### src/rtl/nn_layer_sequencer_if.sv
// Bundles the sequencer's control/status signals toward the input buffer,
// weight ROM, shared MAC and result register file.
//   master : sequencer side (drives strobes/addresses, receives start)
//   slave  : controller/datapath side (drives start, observes the rest)
// Signals: start, busy, done, rd_en, in_addr, w_addr, mac_clr, mac_en,
//          mac_last, out_we, out_addr.
interface nn_layer_sequencer_if #(
  parameter int unsigned N_IN  = 208,
  parameter int unsigned N_OUT = 15
);
  localparam int unsigned InW  = (N_IN > 1) ? $clog2(N_IN) : 1;
  localparam int unsigned WW   = ($clog2(N_IN * N_OUT) > 0) ? $clog2(N_IN * N_OUT) : 1;
  localparam int unsigned OutW = (N_OUT > 1) ? $clog2(N_OUT) : 1;

  logic            start;
  logic            busy;
  logic            done;
  logic            rd_en;
  logic [InW-1:0]  in_addr;
  logic [WW-1:0]   w_addr;
  logic            mac_clr;
  logic            mac_en;
  logic            mac_last;
  logic            out_we;
  logic [OutW-1:0] out_addr;

  modport master (
    input  start,
    output busy, done, rd_en, in_addr, w_addr, mac_clr, mac_en, mac_last, out_we, out_addr
  );

  modport slave (
    output start,
    input  busy, done, rd_en, in_addr, w_addr, mac_clr, mac_en, mac_last, out_we, out_addr
  );
endinterface

### src/rtl/nn_layer_sequencer.sv
// Sequences one fully-connected layer pass over a single shared MAC.
// Per neuron: CLEAR (load bias) -> N_IN reads in ACCUM -> DRAIN (last MAC
// accumulate) -> WRITE (store result), i.e. N_IN+3 cycles, then DONE.
// Ports:
//   clk  : clock, rising edge
//   rst  : synchronous active-high reset
//   bus  : nn_layer_sequencer_if master modport (start in; strobes,
//          addresses and status out). All outputs are registered.
module nn_layer_sequencer #(
  parameter int unsigned N_IN  = 208,
  parameter int unsigned N_OUT = 15
) (
  input logic                  clk,
  input logic                  rst,
  nn_layer_sequencer_if.master bus
);
  localparam int unsigned InW  = (N_IN > 1) ? $clog2(N_IN) : 1;
  localparam int unsigned WW   = ($clog2(N_IN * N_OUT) > 0) ? $clog2(N_IN * N_OUT) : 1;
  localparam int unsigned OutW = (N_OUT > 1) ? $clog2(N_OUT) : 1;

  localparam logic [InW-1:0]  ILast = InW'(N_IN - 1);
  localparam logic [OutW-1:0] NLast = OutW'(N_OUT - 1);

  typedef enum logic [2:0] {StIdle, StClear, StAccum, StDrain, StWrite, StDone} state_e;

  state_e          state_q;
  logic [OutW-1:0] n_q;
  logic [InW-1:0]  i_q;
  logic [WW-1:0]   w_q;

  logic            busy_q, done_q, rd_en_q, mac_clr_q, mac_en_q, mac_last_q, out_we_q;
  logic [InW-1:0]  in_addr_q;
  logic [WW-1:0]   w_addr_q;
  logic [OutW-1:0] out_addr_q;

  always_ff @(posedge clk) begin
    if (rst) begin
      state_q    <= StIdle;
      n_q        <= '0;
      i_q        <= '0;
      w_q        <= '0;
      busy_q     <= 1'b0;
      done_q     <= 1'b0;
      rd_en_q    <= 1'b0;
      mac_clr_q  <= 1'b0;
      mac_en_q   <= 1'b0;
      mac_last_q <= 1'b0;
      out_we_q   <= 1'b0;
      in_addr_q  <= '0;
      w_addr_q   <= '0;
      out_addr_q <= '0;
    end else begin
      // Read data has one cycle of latency, so the MAC strobes trail rd_en.
      // While rd_en_q is high we are in ACCUM and i_q is the index being read.
      mac_en_q   <= rd_en_q;
      mac_last_q <= rd_en_q && (i_q == ILast);

      unique case (state_q)
        StIdle: begin
          if (bus.start) begin
            state_q    <= StClear;
            busy_q     <= 1'b1;
            mac_clr_q  <= 1'b1;
            n_q        <= '0;
            i_q        <= '0;
            w_q        <= '0;
            out_addr_q <= '0;
          end
        end
        StClear: begin
          state_q   <= StAccum;
          mac_clr_q <= 1'b0;
          rd_en_q   <= 1'b1;
          in_addr_q <= i_q;
          w_addr_q  <= w_q;
        end
        StAccum: begin
          // w runs across neurons, so it always equals n*N_IN+i.
          w_q <= w_q + 1'b1;
          if (i_q == ILast) begin
            i_q     <= '0;
            rd_en_q <= 1'b0;
            state_q <= StDrain;
          end else begin
            i_q       <= i_q + 1'b1;
            in_addr_q <= i_q + 1'b1;
            w_addr_q  <= w_q + 1'b1;
          end
        end
        StDrain: begin
          state_q  <= StWrite;
          out_we_q <= 1'b1;
        end
        StWrite: begin
          out_we_q <= 1'b0;
          if (n_q == NLast) begin
            state_q <= StDone;
            done_q  <= 1'b1;
          end else begin
            n_q        <= n_q + 1'b1;
            out_addr_q <= n_q + 1'b1;
            state_q    <= StClear;
            mac_clr_q  <= 1'b1;
          end
        end
        StDone: begin
          done_q  <= 1'b0;
          busy_q  <= 1'b0;
          state_q <= StIdle;
        end
        default: state_q <= StIdle;
      endcase
    end
  end

  assign bus.busy     = busy_q;
  assign bus.done     = done_q;
  assign bus.rd_en    = rd_en_q;
  assign bus.in_addr  = in_addr_q;
  assign bus.w_addr   = w_addr_q;
  assign bus.mac_clr  = mac_clr_q;
  assign bus.mac_en   = mac_en_q;
  assign bus.mac_last = mac_last_q;
  assign bus.out_we   = out_we_q;
  assign bus.out_addr = out_addr_q;

endmodule

### src/flat_wrapper.sv
// flat-port wrapper written by rule: the top's interface ports become plain ports
module nn_layer_sequencer_flat 
#(
  parameter int unsigned N_IN  = 208,
  parameter int unsigned N_OUT = 15
)
  (clk, rst, bus_start, bus_busy, bus_done, bus_rd_en, bus_in_addr, bus_w_addr, bus_mac_clr, bus_mac_en, bus_mac_last, bus_out_we, bus_out_addr);
  nn_layer_sequencer_if #(.N_IN(N_IN), .N_OUT(N_OUT)) bus_i ();
  input logic clk;
  input logic rst;
  input wire logic [$bits(bus_i.start)-1:0] bus_start;
  output wire logic [$bits(bus_i.busy)-1:0] bus_busy;
  output wire logic [$bits(bus_i.done)-1:0] bus_done;
  output wire logic [$bits(bus_i.rd_en)-1:0] bus_rd_en;
  output wire logic [$bits(bus_i.in_addr)-1:0] bus_in_addr;
  output wire logic [$bits(bus_i.w_addr)-1:0] bus_w_addr;
  output wire logic [$bits(bus_i.mac_clr)-1:0] bus_mac_clr;
  output wire logic [$bits(bus_i.mac_en)-1:0] bus_mac_en;
  output wire logic [$bits(bus_i.mac_last)-1:0] bus_mac_last;
  output wire logic [$bits(bus_i.out_we)-1:0] bus_out_we;
  output wire logic [$bits(bus_i.out_addr)-1:0] bus_out_addr;
  assign bus_i.start = bus_start;
  assign bus_busy = bus_i.busy;
  assign bus_done = bus_i.done;
  assign bus_rd_en = bus_i.rd_en;
  assign bus_in_addr = bus_i.in_addr;
  assign bus_w_addr = bus_i.w_addr;
  assign bus_mac_clr = bus_i.mac_clr;
  assign bus_mac_en = bus_i.mac_en;
  assign bus_mac_last = bus_i.mac_last;
  assign bus_out_we = bus_i.out_we;
  assign bus_out_addr = bus_i.out_addr;
  nn_layer_sequencer #(.N_IN(N_IN), .N_OUT(N_OUT)) u_core (.clk(clk), .rst(rst), .bus(bus_i));
endmodule
### config.mk
export PLATFORM = sky130hd
export DESIGN_NAME = nn_layer_sequencer_flat
export DESIGN_NICKNAME = d
export VERILOG_FILES = /design/src/rtl/nn_layer_sequencer_if.sv /design/src/rtl/nn_layer_sequencer.sv /design/src/flat_wrapper.sv
export SDC_FILE = /design/constraint.sdc
export NUM_CORES = 1
export LEC_CHECK = 0
export CAP_MARGIN = 15
export CORE_UTILIZATION = 55
export CTS_CLUSTER_DIAMETER = 80
export CTS_CLUSTER_SIZE = 20
export DETAILED_ROUTE_END_ITERATION = 8
export GPL_TIMING_DRIVEN = 1
export HOLD_SLACK_MARGIN = 0.15
export MAX_ROUTING_LAYER = met4
export PLACE_DENSITY = 0.79
export SLEW_MARGIN = 0
export SYNTH_ARGS = -nofsm -noshare
export SYNTH_HDL_FRONTEND = slang
export SYNTH_SLANG_ARGS = --single-unit
### constraint.sdc
create_clock -name clk -period 2.3 [get_ports clk]
set_input_delay 0.345 -clock clk [delete_from_list [all_inputs] [get_ports clk]]
set_output_delay 0.345 -clock clk [all_outputs]
set_load 0.01 [all_outputs]
### Word level (Yosys, flattened, before mapping)

Cells that the tools add are included.
Widths: inputs -> output; s select.

| storage, ports and cells | value |
|---|---|
| register bits after elaboration | 54 |
| bits of input ports | 3 |
| word-level logic and storage cells | 70 |

| cells by class | value |
|---|---|
| $add $sub $neg | 3 |
| eq/ne operators | 12 |
| muxes and demuxes | 25 |
| reduce and logical (&&, ||, !) cells | 17 |

Operators by type and width:

| kind | number |
|---|---|
| $pmux 12 s2 | 2 |
| $pmux 8 s2 | 2 |
| $mux 12 | 2 |
| $mux 8 | 3 |
| $pmux 3 s5 | 1 |
| $add 12x1->12 const B | 1 |
| $reduce_and 2->1 | 6 |
| $reduce_bool 2->1 | 6 |
| $mux 3 | 3 |
| $add 8x1->8 const B | 1 |
| $eq 8x8->1 const B | 1 |
| $mux 4 | 2 |
| $pmux 1 s2 | 4 |
| $pmux 4 s2 | 1 |
| $eq 3x2->1 const B | 2 |
| $eq 3x3->1 const B | 2 |
| $ne 2x2->1 const B | 3 |
| $reduce_and 3->1 | 2 |
| $add 4x1->4 const B | 1 |
| $eq 4x4->1 const B | 1 |
| $mux 1 | 4 |
| $ne 2x1->1 const B | 2 |
| $eq 3x1->1 const B | 1 |
| $logic_not 3->1 | 1 |
| 3 further kinds | 3 |

### Logic depth before layout (Yosys ltp)

Gate-level depths: netlist of the first run.

| depth | value |
|---|---|
| depth in word-level cells | 3 |
| gate-level depth with buffers | 8 |
| depth with buffers taken out | 6 |

### Worst setup path before layout of the first run

OpenSTA, ideal clock, no wires.

| timing path | value |
|---|---|
| path kind | register to register |
| start | register u_core.w_q[1] |
| end | register u_core.w_addr_q[10], in the netlist u_core.bus.w_addr[10] |
| data arrival time | 1663 ps |
| data required time | 2212 ps |
| path slack | 548 ps |
| cell stages (with the launch flop) | 7 |
| buffers on the path | 1 |
| period minus slack after synthesis | 1752 ps |
| cells stage by stage | dfxtp_1 -> ha_1 -> and4_1 -> clkbuf_1 -> nand3_2 -> or3_1 -> a311oi_2 |

| between the ends | value |
|---|---|
| longest elaborated chain between the ends | 3 |

Ends and longest elaborated chain:

| what | line | text |
|---|---|---|
| from (decl) | nn_layer_sequencer.sv:29 | `logic [WW-1:0] w_q;` |
| from (signal assigned) | nn_layer_sequencer.sv:79 | `w_q <= w_q + 1'b1;` |
| $add 12x1->12 | nn_layer_sequencer.sv:87 | `w_addr_q <= w_q + 1'b1;` |
| $mux 12 | nn_layer_sequencer.sv:80 | `if (i_q == ILast) begin` |
| $pmux 12 s2 | nn_layer_sequencer.sv:58 | `unique case (state_q)` |
| to (signal assigned) | nn_layer_sequencer.sv:75 | `w_addr_q <= w_q;` |
| to (signal assigned) | nn_layer_sequencer.sv:87 |  |
| to (decl) | nn_layer_sequencer.sv:33 | `logic [WW-1:0] w_addr_q;` |

No other way between the ends. The select of a mux whose other input is x is not followed.
A chain may end at the register's enable or synchronous reset.

### Worst setup path in the final report of the first run

| timing path | value |
|---|---|
| start | register u_core.i_q[1] |
| end | register u_core.w_addr_q[5], in the netlist u_core.bus.w_addr[5] |

| between the ends | value |
|---|---|
| longest elaborated chain between the ends | 3 |

Ends and longest elaborated chain:

| what | line | text |
|---|---|---|
| from (decl) | nn_layer_sequencer.sv:28 | `logic [InW-1:0] i_q;` |
| from (signal assigned) | nn_layer_sequencer.sv:85 | `i_q <= i_q + 1'b1;` |
| $eq 8x8->1 | nn_layer_sequencer.sv:80 |  |
| $ne 2x2->1 (no line) | - |  |
| $reduce_and 2->1 (no line) | - |  |

No other way between the ends.

==> Implementation_results.wiki, run 1 <==
{| class="wikitable"
! Metric !! Value
|-
| Crit path cell chain || ha_1 -> and3_1 -> a21oi_2 -> or2_2 -> a311oi_1
|-
| Pin count of the biggest net entering global routing || 35
|-
| Wire length reported by the detailed router || 5.50 mm
|-
| Initial cell density of the core || 58.8%
|-
| Max-cap violation count || 0
|-
| First-pass GRT wire length || 9.36 mm
|-
| Initial drt markers || 172
|-
| CP Capture Type || register
|-
| Async set or reset register ratio after synthesis || 0%
|-
| Static power due to leakage || 0.00103 uW
|-
| Share of the clock period used by the worst path || 84.8%
|-
| Core Box Area || 4470 um2
|-
| Number of routed nets with antenna violations || 0
|-
| Number of instances in the synthesized netlist || 307
|-
| Internal Dissipation || 1660 uW
|-
| Share of cells above drive strength 1 || 10.2%
|-
| Pins Over Slew Limit || 0
|-
| Switching fraction of total power || 25.0%
|-
| CTS Buf Count || 5
|-
| Total number of clock tree sinks || 54
|-
| Simple-gate share of the synthesized area || 24.0%
|-
| Maximum single-stage delay on the critical path || 0.50 ns
|-
| Run status || finished clean
|-
| Classification of the worst setup path || register to register
|-
| Number of warnings issued by yosys || 0
|-
| Root cell of the clock tree || clkbuf_8
|-
| Adder-cell share of the synthesized area || 2.38%
|-
| Number of H-tree levels || 2
|-
| Complex-gate fraction of the synthesized area || 21.2%
|-
| I/O pins || 34
|-
| Placed Cells || 377
|-
| Filler-free cell count of the finished design || 385
|-
| Unique cell type count in the Yosys netlist || 49
|-
| Slew HR || 67.4%
|-
| Reg-to-reg critical path endpoint || u_core.bus.w_addr[5]
|-
| HP Start || u_core.bus.out_we
|-
| Ant. Diodes || 0
|-
| Main combinational cell family by area after synthesis || simple AND/OR/NAND/NOR gates
|-
| Site Rows || 24
|-
| Mux contribution to synthesized area || 1.19%
|-
| Sum of internal, switching and leakage power || 2210 uW
|-
| Hold Path Class || register to register
|-
| Hold slack final || 0.489 ns
|-
| Total number of vias || 2306
|-
| Worst setup path endpoint || u_core.bus.w_addr[5]
|-
| Net Switching || 553 uW
|-
| Final HPWL from detailed placement || 3.64 mm
|-
| Setup repair after global routing missed its margin || no
|-
| Met1 track demand over resource || 31.0%
|-
| Hold path depth || 2
|-
| Clock tree from TritonCTS || built
|-
| Hold violation total from the final report || 0
|-
| Die Span Y || 71.2 um
|-
| Yosys reg bits || 54
|-
| Die ar. || 5070 um2
|-
| Setup_tns || 0 ns
|-
| Fraction of the yosys area taken by sequential cells || 41.1%
|-
| Power share of the sequential group || 46.5%
|-
| Post-synth top flop || dfxtp_1
|-
| Number of nets produced by synthesis || 315
|-
| R2R cell count || 5
|-
| Number of flops mapped to enable cells by yosys || 0
|-
| Via-per-instance ratio || 5.99
|-
| Total overflow reported by the global router || 0
|-
| Post-CTS Repair Setup Buffers || 0
|-
| Busiest grt layer || met2
|-
| Crit path arrival time || 2.18 ns
|-
| Met2 Track Usage GR || 36.9%
|-
| Xor and xnor area share after synthesis || 4.66%
|-
| Layout Skew || 0.00506 ns
|-
| CP Data Required Time || 2.53 ns
|-
| Maximum count of clock buffers along a single path || 2
|-
| Final routed DRC violation total || 0
|-
| Skew-Pair Late Insertion Delay || 0.31 ns
|-
| Cell type of the slowest stage on the worst timing path || or2_2
|-
| Routed WL per cell || 14.3 um
|-
| Die Span X || 71.2 um
|-
| Pre-Repair DR Iteration Count || 4
|-
| Fraction of power consumed by the clock network || 34.9%
|-
| Post-layout min period || 1.95 ns
|-
| Area added between synthesis and finish || 19.2%
|-
| CTS resizes || 0
|-
| Reg-to-reg critical path startpoint || u_core.i_q[1]
|-
| Worst setup SP type || register
|-
| Met3 track demand over resource in global routing || 4.70%
|-
| First element of the critical path || u_core.i_q[1]
|-
| R2r setup slk || 0.35 ns
|-
| Synthesized area per cell || 8.58 um2
|-
| Buffers on Ports || 33
|-
| Final RePlAce weighted congestion || 0.903
|-
| Worst-margin pin slew || 0.485 ns
|-
| Part of the total power dissipated in combinational logic || 18.6%
|-
| Max Clock Freq || 512 MHz
|-
| Final Setup Violations || 0
|-
| Number of antenna violations at the first check in global routing || 0
|-
| Global routing usage summed across all routing layers || 24.0%
|-
| IR drop worst, VDD || 394 uV
|-
| Post-layout nets || 340
|-
| Post-CTS Hold Buffers || 0
|-
| Via count of the first global-routing pass || 2055
|-
| Maximum fanout along the worst path || 20
|-
| Post-CTS clock slew at the launch and capture registers of the worst setup and hold paths || 0.09 ns
|-
| Post-synthesis instance area || 2630 um2
|-
| Power per unit of standard cell area || 705 nW/um2
|}
-- kinds of logic (layout without fill, tap and decap cells) --
family / count (synthesis) / in the layout
XOR/XNOR: 14 / 14
AND/OR/NAND/NOR: 117 / 117
flip-flops: 54 / 54
multiplexers: 3 / 3
adder cells (fa/ha/maj): 5 / 5
buffers and inverters: 32 / 58
AO/OA/AOI/OAI: 82 / 82
-- cell usage after synthesis (6+ instances only) --
| master | count | area [um2] |
|---|---|---|
| nor2_1 | 16 | 60.1 |
| nand2_1 | 23 | 86.3 |
| or3_1 | 6 | 37.5 |
| o21ai_0 | 15 | 75.1 |
| nand3_1 | 11 | 55.1 |
| a211oi_1 | 15 | 113 |
| a21oi_1 | 21 | 105 |
| nand4_1 | 6 | 37.5 |
| clkbuf_1 | 17 | 63.8 |
| a311oi_1 | 7 | 61.3 |
| xor2_1 | 6 | 52.6 |
| nor3_1 | 28 | 140 |
| a31oi_1 | 9 | 56.3 |
| buf_2 | 6 | 30.0 |
| xnor2_1 | 8 | 70.1 |
| dfxtp_1 | 54 | 1080 |
-- layout make-up --
cell class,instances,area (um2)
Clock inverter,2,60.1
Sequential cell,54,1080
Tap cell,52,65.1
Multi-Input combinational cell,221,1410
Timing Repair Buffer,44,413
Clock buffer,6,82.6
Fill cell,380,1340
Inverter,6,27.5
-- flip-flops by register name (all words and copies together), names as in the netlist --
| signal | flops |
|---|---|
| u_core.bus.mac_en | 1 |
| u_core.bus.mac_clr | 1 |
| u_core.bus.out_we | 1 |
| u_core.n_q | 4 |
| u_core.state_q | 3 |
| u_core.bus.busy | 1 |
| u_core.bus.in_addr | 8 |
| u_core.bus.rd_en | 1 |
| u_core.bus.done | 1 |
| u_core.bus.mac_last | 1 |
| u_core.i_q | 8 |
| u_core.w_q | 12 |
| u_core.bus.w_addr | 12 |
-- worst max-delay path, delay by kind of cell, from the launching register on --
family          cells  cell delay (ns)
fa+ha+maj           1             0.26
flops               1             0.44
simple gates        2             0.80
compound gates      2             0.36
-- power groups by stage --
stage	sequential, uW	clock [uW]	combinational, uW
CTS	1030	786	414
global placement	1050	0	407
detailed placement	1050	0	410
floorplan	1080	0	221
finish	1030	772	412
global route	1040	824	450
-- worst min-delay path by stage --
stage | slack (ns) | end
3_3_place_gp | 0.47 | u_core.bus.out_we
2_1_floorplan | 0.42 | u_core.bus.mac_en
6_report | 0.49 | u_core.bus.out_we
5_1_grt | 0.52 | u_core.bus.out_we
3_5_place_dp | 0.47 | u_core.bus.mac_clr
4_1_cts | 0.50 | u_core.bus.out_we
-- stage by stage --
stage	cell area (um2)	util, %	worst slack [ns]
final	3140	70.1	0.349
after global routing	3140	70.1	0.171
after CTS	3140	70.1	0.344
after detailed placement	3000	66.9	0.375
after global placement	3000	66.9	0.357
after floorplan	2630	-	0.548
-- cell usage in the layout (no fill, tap or decap), drive strengths merged, types with 2 or more instances in the layout --
master         count
nand3             13
a211oi            16
and3               5
and4               3
nor2              16
clkdlybuf4s50     33
nand4              6
a41oi              2
inv                5
bufinv             2
nand2             23
a31oi              9
nand2b             3
nor3              28
ha                 5
or2                3
xor2               6
buf               11
or3                7
o21ai             16
a21oi             22
xnor2              8
dfxtp             54
a311oi            10
mux2i              2
clkbuf             6
o31a               2
nor2b              3
-- per-layer routing --
metal	up-vias	wire (um)
met2	60	2560
met3	8	270
met1	1060	2580
li1	1178	-
met4	0	85
met5	-	0
Power figures use the tool's default switching activity.
==> run 2: changes to the inputs <==
Settings changed: CORE_UTILIZATION 55 to 49, PLACE_DENSITY 0.79 to 0.75.
Clock period 2.3 ns to 1.6 ns, I/O delays scaled along.
==> Implementation_results.wiki, run 2 (synthesis gave the netlist of run 1 again) <==
{| class="wikitable"
! Metric !! Value
|-
| Run status || finished with violations
|-
| Violated checks || negative setup slack
|-
| Total area of multi-input combinational cells || 1590 um2
|-
| R2R cell count || 5
|-
| Static power due to leakage || 0.00126 uW
|-
| Storage cell area || 1090 um2
|-
| Clock tree from TritonCTS || built
|-
| Total overflow reported by the global router || 0
|-
| Crit path arrival time || 1.89 ns
|-
| Die ar. || 5670 um2
|-
| Buffers on Ports || 33
|-
| Worst setup SP type || register
|-
| Max Clock Freq || 586 MHz
|-
| Most common cell after layout, fill and taps aside || dfxtp_1
|-
| Hold Path Class || register to register
|-
| Total placed instance area || 3270 um2
|-
| Final HPWL from detailed placement || 4.34 mm
|-
| Die Span X || 75.3 um
|-
| Post-layout min period || 1.71 ns
|-
| Share of the clock period used by the worst path || 107%
|-
| Maximum single-stage delay on the critical path || 0.48 ns
|-
| I/O pins || 34
|-
| Final Setup Violations || 26
|-
| Filler-free cell count of the finished design || 440
|-
| Max-cap violation count || 0
|-
| Routed WL per cell || 15.4 um
|-
| CP Data Required Time || 1.79 ns
|-
| Pin count of the biggest net entering global routing || 23
|-
| Skew-Pair Late Insertion Delay || 0.31 ns
|-
| Via-per-instance ratio || 5.75
|-
| Final critical-path setup slack || -0.106 ns
|-
| Slew HR || 78.2%
|-
| Site Rows || 26
|-
| IR drop worst, VDD || 543 uV
|-
| Via count of the first global-routing pass || 2091
|-
| Maximum fanout along the worst path || 6
|-
| CTS Buf Count || 5
|-
| Total number of vias || 2529
|-
| Post-CTS clock slew at the launch and capture registers of the worst setup and hold paths || 0.10 ns
|-
| Area added between synthesis and finish || 36.6%
|-
| Pins Over Slew Limit || 0
|-
| Pre-Repair DR Iteration Count || 4
|-
| Setup repair after global routing missed its margin || yes
|-
| Fill cell count || 425
|-
| Crit path cell chain || or3b_4 -> a21oi_4 -> buf_4 -> or2_4 -> a311oi_1
|-
| Initial cell density of the core || 51.2%
|-
| Final routed DRC violation total || 0
|-
| Hold violation total from the final report || 0
|-
| Cell type of the slowest stage on the worst timing path || or3b_4
|-
| Post-layout nets || 377
|-
| Wire length reported by the detailed router || 6.79 mm
|-
| Global routing usage summed across all routing layers || 22.9%
|-
| Ant. Diodes || 0
|-
| Worst-margin pin slew || 0.327 ns
|-
| Fin area || 3600 um2
|-
| Number of H-tree levels || 2
|-
| Hold path depth || 2
|-
| Core Box Area || 5140 um2
|-
| Initial drt markers || 159
|-
| Number of routed nets with antenna violations || 0
|-
| Total number of clock tree sinks || 54
|-
| First-pass GRT wire length || 9.56 mm
|-
| Maximum count of clock buffers along a single path || 2
|-
| CP Capture Type || register
|-
| Power per unit of standard cell area || 841 nW/um2
|-
| Most frequent cells in the layout || dfxtp_1, buf_4, clkdlybuf4s50_1
|-
| Classification of the worst setup path || register to register
|-
| Share of cells above drive strength 1 || 27.0%
|-
| Root cell of the clock tree || clkbuf_8
|-
| Placed Cells || 424
|-
| Layout Skew || 0.00583 ns
|-
| Die Span Y || 75.3 um
|-
| Number of antenna violations at the first check in global routing || 0
|-
| Final RePlAce weighted congestion || 0.852
|}
run 2: path summary, 6_finish.rpt:
check                    startpoint                    to  slack (ns)
setup / recovery  u_core.state_q[2]  u_core.bus.w_addr[5]       -0.11
hold / removal    u_core.bus.out_we     u_core.bus.out_we        0.48
setup reg to reg  u_core.state_q[2]  u_core.bus.w_addr[5]       -0.11
hold reg to reg   u_core.bus.out_we     u_core.bus.out_we        0.48
run 2: critical path: cells and delay by family (launching register included):
| family | cells | cell delay (ns) |
|---|---|---|
| AO/OA/AOI/OAI | 2 | 0.41 |
| buffers and inverters | 1 | 0.19 |
| flip-flops | 1 | 0.33 |
| AND/OR/NAND/NOR | 2 | 0.66 |
run 2: per-layer routing:
metal	share of wire [%]	track usage, %
met1	44	28.3
met5	0	-
met2	49	37.8
met3	4.5	3.57
met4	2.7	8.64
run 2: final cells by class:
type                            count  share of cell area [%]
Multi-Input combinational cell    223                    44.1
Sequential cell                    54                    30.2
Timing Repair Buffer               79                    19.8
Tap cell                           70                    2.43
Clock buffer                        5                    1.91
Inverter                            6                   0.974
Clock inverter                      3                   0.591
run 2: stage by stage:
step           TNS, ns  hold WS (ns)  setup WS, ns  utilization [%]  total power [uW]
5_1_grt          -2.68         0.497        -0.181             70.0              3170
3_5_place_dp     -3.36         0.468        -0.214             63.6              2150
3_3_place_gp     -2.94         0.458        -0.146             63.6              2130
4_1_cts         -0.469         0.483       -0.0980             66.5              2930
6_report         -1.23         0.476        -0.106             70.0              3020
2_1_floorplan   -0.246         0.319       -0.0846                -              1880
run 2: what timing repair did:
| action | in CTS | in global routing |
|---|---|---|
| hold buffers | 0 | 0 |
| pin swaps | 3 | 19 |
| gates cloned | 0 | 4 |
| gates resized for setup | 10 | 29 |
| setup buffers | 2 | 3 |
| setup endpoints to repair | 29 | 35 |
run 2: power by group:
part | internal [uW] | switching, uW | leakage, uW
clock network | 309 | 460 | 0.0000441
registers | 1430 | 52.2 | 0.000442
logic | 388 | 382 | 0.000774
==> run 3: changes to the inputs <==
Settings changed: CORE_UTILIZATION 49 to 30, GPL_ROUTABILITY_DRIVEN from default to 0, PLACE_DENSITY 0.75 to default.
Clock period 1.6 ns to 2 ns, I/O delays scaled along.
==> Implementation_results.wiki, run 3 (synthesis gave the netlist of run 1 again) <==
{| class="wikitable"
! Metric !! Value
|-
| Reg-to-reg critical path endpoint || u_core.bus.w_addr[1]
|-
| Filler-free cell count of the finished design || 448
|-
| Number of H-tree levels || 2
|-
| Sum of buffers and inverters on the critical path || 0
|-
| Layout Skew || 0.00995 ns
|-
| CTS resizes || 0
|-
| Final Setup Violations || 0
|-
| CP Data Required Time || 2.22 ns
|-
| Post-CTS Hold Buffers || 0
|-
| Routed WL per cell || 13.4 um
|-
| Buffers on Ports || 33
|-
| Hold endpoint || u_core.bus.out_we
|-
| CP Capture Type || register
|-
| Pins Over Slew Limit || 0
|-
| Worst-case setup slack after placement || 0.148 ns
|-
| R2R cell count || 4
|-
| Worst setup SP type || register
|-
| Area added between synthesis and finish || 23.3%
|-
| Max-cap violation count || 0
|-
| Pin count of the biggest net entering global routing || 26
|-
| Total number of vias || 2323
|-
| Static power due to leakage || 0.00106 uW
|-
| Part of the total power dissipated in combinational logic || 20.4%
|-
| Hold Path Class || register to register
|-
| Final routed DRC violation total || 0
|-
| Fraction of power consumed by the clock network || 30.6%
|-
| Power share of the sequential group || 49.0%
|-
| Crit path arrival time || 2.05 ns
|-
| HP Start || u_core.bus.out_we
|-
| Wire length reported by the detailed router || 6.02 mm
|-
| Clock tree from TritonCTS || built
|-
| Via-per-instance ratio || 5.19
|-
| Post-CTS clock slew at the launch and capture registers of the worst setup and hold paths || 0.10 ns
|-
| Final critical-path setup slack || 0.170 ns
|-
| Global routing usage summed across all routing layers || 14.4%
|-
| Most frequent cells in the layout || dfxtp_1, clkdlybuf4s50_1, nor3_1
|-
| Setup_tns || 0 ns
|-
| Max Clock Freq || 547 MHz
|-
| Maximum single-stage delay on the critical path || 0.51 ns
|-
| Power per unit of standard cell area || 743 nW/um2
|-
| Total number of clock tree sinks || 54
|-
| Hold violation total from the final report || 0
|-
| Post-layout nets || 350
|-
| Reg-to-reg critical path startpoint || u_core.i_q[4]
|-
| Net Switching || 654 uW
|-
| Run status || finished clean
|-
| Share of the clock period used by the worst path || 91.5%
|-
| Initial drt markers || 110
|-
| Die ar. || 9150 um2
|-
| Final HPWL from detailed placement || 4.18 mm
|-
| Internal Dissipation || 1760 uW
|-
| Maximum fanout along the worst path || 20
|-
| Post-layout min period || 1.83 ns
|-
| Worst-margin pin slew || 0.484 ns
|-
| Via count of the first global-routing pass || 2096
|-
| Share of cells above drive strength 1 || 12.5%
|-
| Hold path depth || 2
|-
| Placed Cells || 440
|-
| Maximum count of clock buffers along a single path || 2
|-
| Number of antenna violations at the first check in global routing || 0
|-
| Post-CTS Repair Setup Buffers || 0
|-
| Site Rows || 33
|-
| Core Box Area || 8340 um2
|-
| Initial cell density of the core || 31.6%
|-
| Skew-Pair Late Insertion Delay || 0.32 ns
|-
| Classification of the worst setup path || register to register
|-
| R2r setup slk || 0.17 ns
|-
| Root cell of the clock tree || clkbuf_8
|-
| Ant. Diodes || 0
|-
| Die Span Y || 95.7 um
|-
| Slew HR || 67.4%
|-
| Final Util || 38.9%
|-
| Pre-Repair DR Iteration Count || 5
|-
| Most common cell after layout, fill and taps aside || dfxtp_1
|-
| Switching fraction of total power || 27.1%
|-
| Total overflow reported by the global router || 0
|-
| CTS Buf Count || 5
|-
| Cell type of the slowest stage on the worst timing path || or2_2
|-
| IR drop worst, VDD || 304 uV
|-
| Crit path cell chain || and4bb_2 -> a21oi_2 -> or2_2 -> a311oi_1
|-
| I/O pins || 34
|-
| First-pass GRT wire length || 9.96 mm
|-
| Dominant delay contributor by cell family on the critical path || simple AND/OR/NAND/NOR gates
|-
| Setup repair after global routing missed its margin || no
|-
| Die Span X || 95.7 um
|-
| Number of routed nets with antenna violations || 0
|}
## run 3: worst max path at each step
stage	from	slack, ns	cells past startpoint	endpoint
after global routing	u_core.i_q[1]	0.03	5	u_core.bus.w_addr[1]
after CTS	u_core.i_q[4]	0.17	4	u_core.bus.w_addr[1]
after global placement	bus_start	0.19	5	u_core.w_q[2]
after detailed placement	bus_start	0.15	5	u_core.w_q[3]
after floorplan	u_core.w_q[1]	0.25	6	u_core.bus.w_addr[10]
final	u_core.i_q[4]	0.17	4	u_core.bus.w_addr[1]
## run 3: area by class of cell
class	count	area, um2
Sequential cell	54	1080
Clock inverter	2	37.5
Fill cell	845	5090
Timing Repair Buffer	54	488
Clock buffer	6	72.6
Inverter	6	27.5
Multi-Input combinational cell	221	1410
Tap cell	105	131
## run 3: routing by layer
layer / track usage, % / up-vias / part of all wire, %
met5: - / - / 0
met4: 5.35 / 0 / 1.6
met3: 2.55 / 10 / 3.1
met2: 22.9 / 46 / 46
met1: 18.2 / 1058 / 49
li1: - / 1209 / -
## run 3: worst min-delay path: stages (launching register included)
cell and delay [ns]:
dfxtp_1 0.33, nand2_1 0.05, a21oi_1 0.05
## run 3: stage by stage
stage / instance area [um2] / power (uW) / hold WS (ns)
finish: 3250 / 2410 / 0.474
global route: 3250 / 2540 / 0.507
CTS: 3250 / 2450 / 0.479
detailed placement: 3140 / 1710 / 0.464
global placement: 3140 / 1700 / 0.463
floorplan: 2630 / 1490 / 0.379
## run 3: power groups by stage
stage / sequential [uW] / combinational, uW / clock [uW]
after CTS: 1180 / 498 / 763
after detailed placement: 1210 / 497 / 0
after global routing: 1190 / 542 / 806
after floorplan: 1240 / 255 / 0
after global placement: 1210 / 492 / 0
final: 1180 / 493 / 739
==> edit 1: new RTL, settings of run 2 <==
Reset style: asynchronous (`rst`), changed in one clocked block. Comments in the files are not updated.
--- a/src/rtl/nn_layer_sequencer.sv
+++ b/src/rtl/nn_layer_sequencer.sv
@@ -33,7 +33,7 @@
   logic [WW-1:0]   w_addr_q;
   logic [OutW-1:0] out_addr_q;
 
-  always_ff @(posedge clk) begin
+  always_ff @(posedge clk or posedge rst) begin
     if (rst) begin
       state_q    <= StIdle;
       n_q        <= '0;
Check against the original RTL: differs if rst is asserted again (counterexample within 4 cycles, from zero or initial values and one cycle with rst high); with rst held inactive, the same outputs for 10 cycles.
==> edit 1 against run 2 <==
- the run still ends with negative setup slack left
- setup slack improved by 0.016 ns
- sequential cell count unchanged
- critical path depth unchanged
- synthesized area increased by 3.8%
- final area increased by 4.5%
- die area increased by 3.7%
- highest routed layer unchanged
- routed wire length increased by 1.6%
Power is not compared: it rests on default switching activity, and its combinational part moved more than twofold at a synthesized area within 25%.
==> edit 1: results (changes against run 2) <==
- Setup violations, final: 21 (-19%)
- Dominant cells by area after synthesis: dfrtp_1, nor2_1, xnor2_1
- Clock buf/inv share: 2.43% (-0.075 points)
- Status: finished with violations
- Final #Nets: 366 (-2.9%)
- First DRT Iteration DRCs: 140 (-12%)
- Worst-path maximum fanout: 5 (-1)
- Synth cell types: 40 (-18%)
- Seq/total area: 36.0% (+5.8 points)
- Multi-input gate share of total cell area: 37.0% (-7.1 points)
- Failing checks: negative setup slack
- Setup tns final: -0.616 ns (+0.612 ns)
- Layout cells sized above 1: 26.2% (-0.84 points)
- Post-CTS setup repair buffer count: 4 (+2)
- Mux cell area share after synthesis: 2.43% (+1.2 points)
- WL final: 6.90 mm (+1.6%)
- Adder-Cell Fraction of Synth Area: 2.29% (-0.086 points)
- Clock Buffer Count: 7 (+2)
- DR vias: 2390 (-5.5%)
- First-pass GRT wire length: 10.8 mm (+13%)
- Inverters: 9 (+3)
- Final non-filler cell total: 429 (-2.5%)
- Synth Area in Compound Gates: 16.1% (-5.1 points)
- DP Area: 3430 µm² (+5.1%)
- Clk_skew: 0.00381 ns (-0.00202 ns)
- Seq/Total Area, Yosys: 49.5% (+8.4 points)
- First drt pass iteration count: 5 (+1)
- Placed instance count: 415 (-2.1%)
- Bufs w/o clock: 80 (+1.3%)
- Async SR Flop Fraction: 100% (+100 points)
- Non-clk buf share: 21.3% (+1.5 points)
- Vias in the first global route: 2215 (+5.9%)
- Final worst slack: -0.0900 ns (+0.0164 ns)
- Post-DP HPWL: 4.20 mm (-3.1%)
- Area taken by multi-input logic gates: 1390 µm² (-12%)
- Post-synth top cells: dfrtp_1, nor2_1, nand2_1
- Routability cong.: 0.900 (+5.6%)
- #MultiIn Comb: 208 (-6.7%)
==> edit 1: per-layer routing <==
layer	vias up	part of all wire (%)	global-route usage (%)	routed length, µm
li1	1146	-	-	-
met5	-	0	-	0
met2	69	48	34.2	3330
met4	0	1.3	8.27	87
met1	1168	46	35.0	3180
met3	7	4.4	4.17	302
==> edit 1: final timing paths <==
path	from	endpoint	slack (ns)
worst max-delay path	u_core.state_q[0]	u_core.bus.w_addr[2]	-0.09
worst min-delay path	rst	u_core.bus.mac_en	0.20
worst max register to register	u_core.state_q[0]	u_core.bus.w_addr[2]	-0.09
worst min register to register	u_core.bus.rd_en	u_core.bus.mac_en	0.48
max in group asynchronous	rst	u_core.i_q[5]	0.87
min in group clk	u_core.bus.rd_en	u_core.bus.mac_en	0.48
==> edit 1: worst max-delay path: cells and delay by family, from the launching register on <==
family	cells	cell delay (ns)
buf+inv	1	0.17
xor+xnor	1	0.28
compound gates	1	0.13
simple gates	2	0.57
flops	1	0.42
==> edit 2: new RTL, settings of run 2 <==
Without the edit above. `N_IN` is set to 208 in 3 places; all go to 312.
--- a/src/rtl/nn_layer_sequencer_if.sv
+++ b/src/rtl/nn_layer_sequencer_if.sv
@@ -5,7 +5,7 @@
 // Signals: start, busy, done, rd_en, in_addr, w_addr, mac_clr, mac_en,
 //          mac_last, out_we, out_addr.
 interface nn_layer_sequencer_if #(
-  parameter int unsigned N_IN  = 208,
+  parameter int unsigned N_IN  = 312,
   parameter int unsigned N_OUT = 15
 );
   localparam int unsigned InW  = (N_IN > 1) ? $clog2(N_IN) : 1;
--- a/src/rtl/nn_layer_sequencer.sv
+++ b/src/rtl/nn_layer_sequencer.sv
@@ -7,7 +7,7 @@
 //   bus  : nn_layer_sequencer_if master modport (start in; strobes,
 //          addresses and status out). All outputs are registered.
 module nn_layer_sequencer #(
-  parameter int unsigned N_IN  = 208,
+  parameter int unsigned N_IN  = 312,
   parameter int unsigned N_OUT = 15
 ) (
   input logic                  clk,
--- a/src/flat_wrapper.sv
+++ b/src/flat_wrapper.sv
@@ -1,7 +1,7 @@
 // flat-port wrapper written by rule: the top's interface ports become plain ports
 module nn_layer_sequencer_flat 
 #(
-  parameter int unsigned N_IN  = 208,
+  parameter int unsigned N_IN  = 312,
   parameter int unsigned N_OUT = 15
 )
   (clk, rst, bus_start, bus_busy, bus_done, bus_rd_en, bus_in_addr, bus_w_addr, bus_mac_clr, bus_mac_en, bus_mac_last, bus_out_we, bus_out_addr);
Ports: changed (resized bus_in_addr and bus_w_addr); port bits go from 34 to 36. The function was not compared with the original's and may differ.
==> edit 2 against run 2 <==
- the flow still finishes with violations (negative setup slack)
- critical path depth increased by 1
- final area increased by 19%
- synthesized area increased by 9.2%
- critical path type unchanged
- clock power increased by 65%
- setup slack got worse by 0.014 ns
- power increased by 46%
- clock skew increased by 0.0050 ns
- via count increased by 23%
- combinational power increased by 90%
- global-route usage increased by 7.9 points
- final cell count increased by 15%
- routed wire length increased by 37%
- sequential cell count increased by 4
==> edit 2: results (changes against run 2) <==
- Final worst slack: -0.121 ns (-0.0142 ns)
- Sequential cell count: 58 (+7.4%)
- Routability cong.: 0.960 (+13%)
- Vias in the first global route: 2893 (+38%)
- Bufs w/o clock: 110 (+39%)
- Die area: 6180 µm² (+9.0%)
- Failing checks: negative setup slack
- CP arrival: 1.98 ns (+0.09 ns)
- Register area: 1180 µm² (+8.9%)
- Multi-input gate share of total cell area: 41.6% (-2.5 points)
- Post-DP HPWL: 5.55 mm (+28%)
- PortBufs: 35 (+6.1%)
- Inverters: 9 (+3)
- Status: finished with violations
- Layout cells sized above 1: 33.2% (+6.2 points)
- Setup violations, final: 31 (+19%)
- Worst-path maximum fanout: 7 (+1)
- Clock buf/inv share: 4.05% (+1.5 points)
- Clk_skew: 0.0109 ns (+0.00502 ns)
- Worst skew pair latency: 0.35 ns (+0.04 ns)
- Layout area overhead: 48.3%
- Adder-Cell Fraction of Synth Area: 2.18% (-0.20 points)
- Dominant cells by area after synthesis: dfxtp_1, a21oi_1, nor3_1
- Pleak: 1.55 nW (+23%)
- Met2 track demand over resource: 47.9% (+10 points)
- Final hold slack: 0.486 ns (+0.00958 ns)
- Metal2 WL: 4.42 mm (+34%)
==> edit 2: worst paths after layout <==
path,startpoint,end,cells past startpoint
worst max-delay path,u_core.state_q[0],u_core.i_q[4],6
worst min-delay path,u_core.bus.out_we,u_core.bus.out_we,2
worst max register to register,u_core.state_q[0],u_core.i_q[4],6
worst min register to register,u_core.bus.out_we,u_core.bus.out_we,2
==> edit 2: timing repair <==
| action | 4_1_cts | 5_1_grt |
|---|---|---|
| pin swaps | 10 | 20 |
| cloned | 1 | 2 |
| buffers inserted | 12 | 5 |
| setup endpoints to repair | 33 | 36 |
| resized for setup | 33 | 31 |
==> edit 2: worst max-delay path, stage by stage, from the launching register on <==
cell      delay, ns
dfxtp_2        0.32
or3b_4         0.43
buf_12         0.16
a211oi_4       0.27
buf_4          0.20
nand2_1        0.07
a31oi_1        0.19
==> edit 2: power by group <==
part,switching (W),total (W),internal (W)
logic,0.000703,0.00146,0.000758
registers,0.0000968,0.00169,0.00160
clock network,0.000575,0.00127,0.000693
total,0.00137,0.00442,0.00305
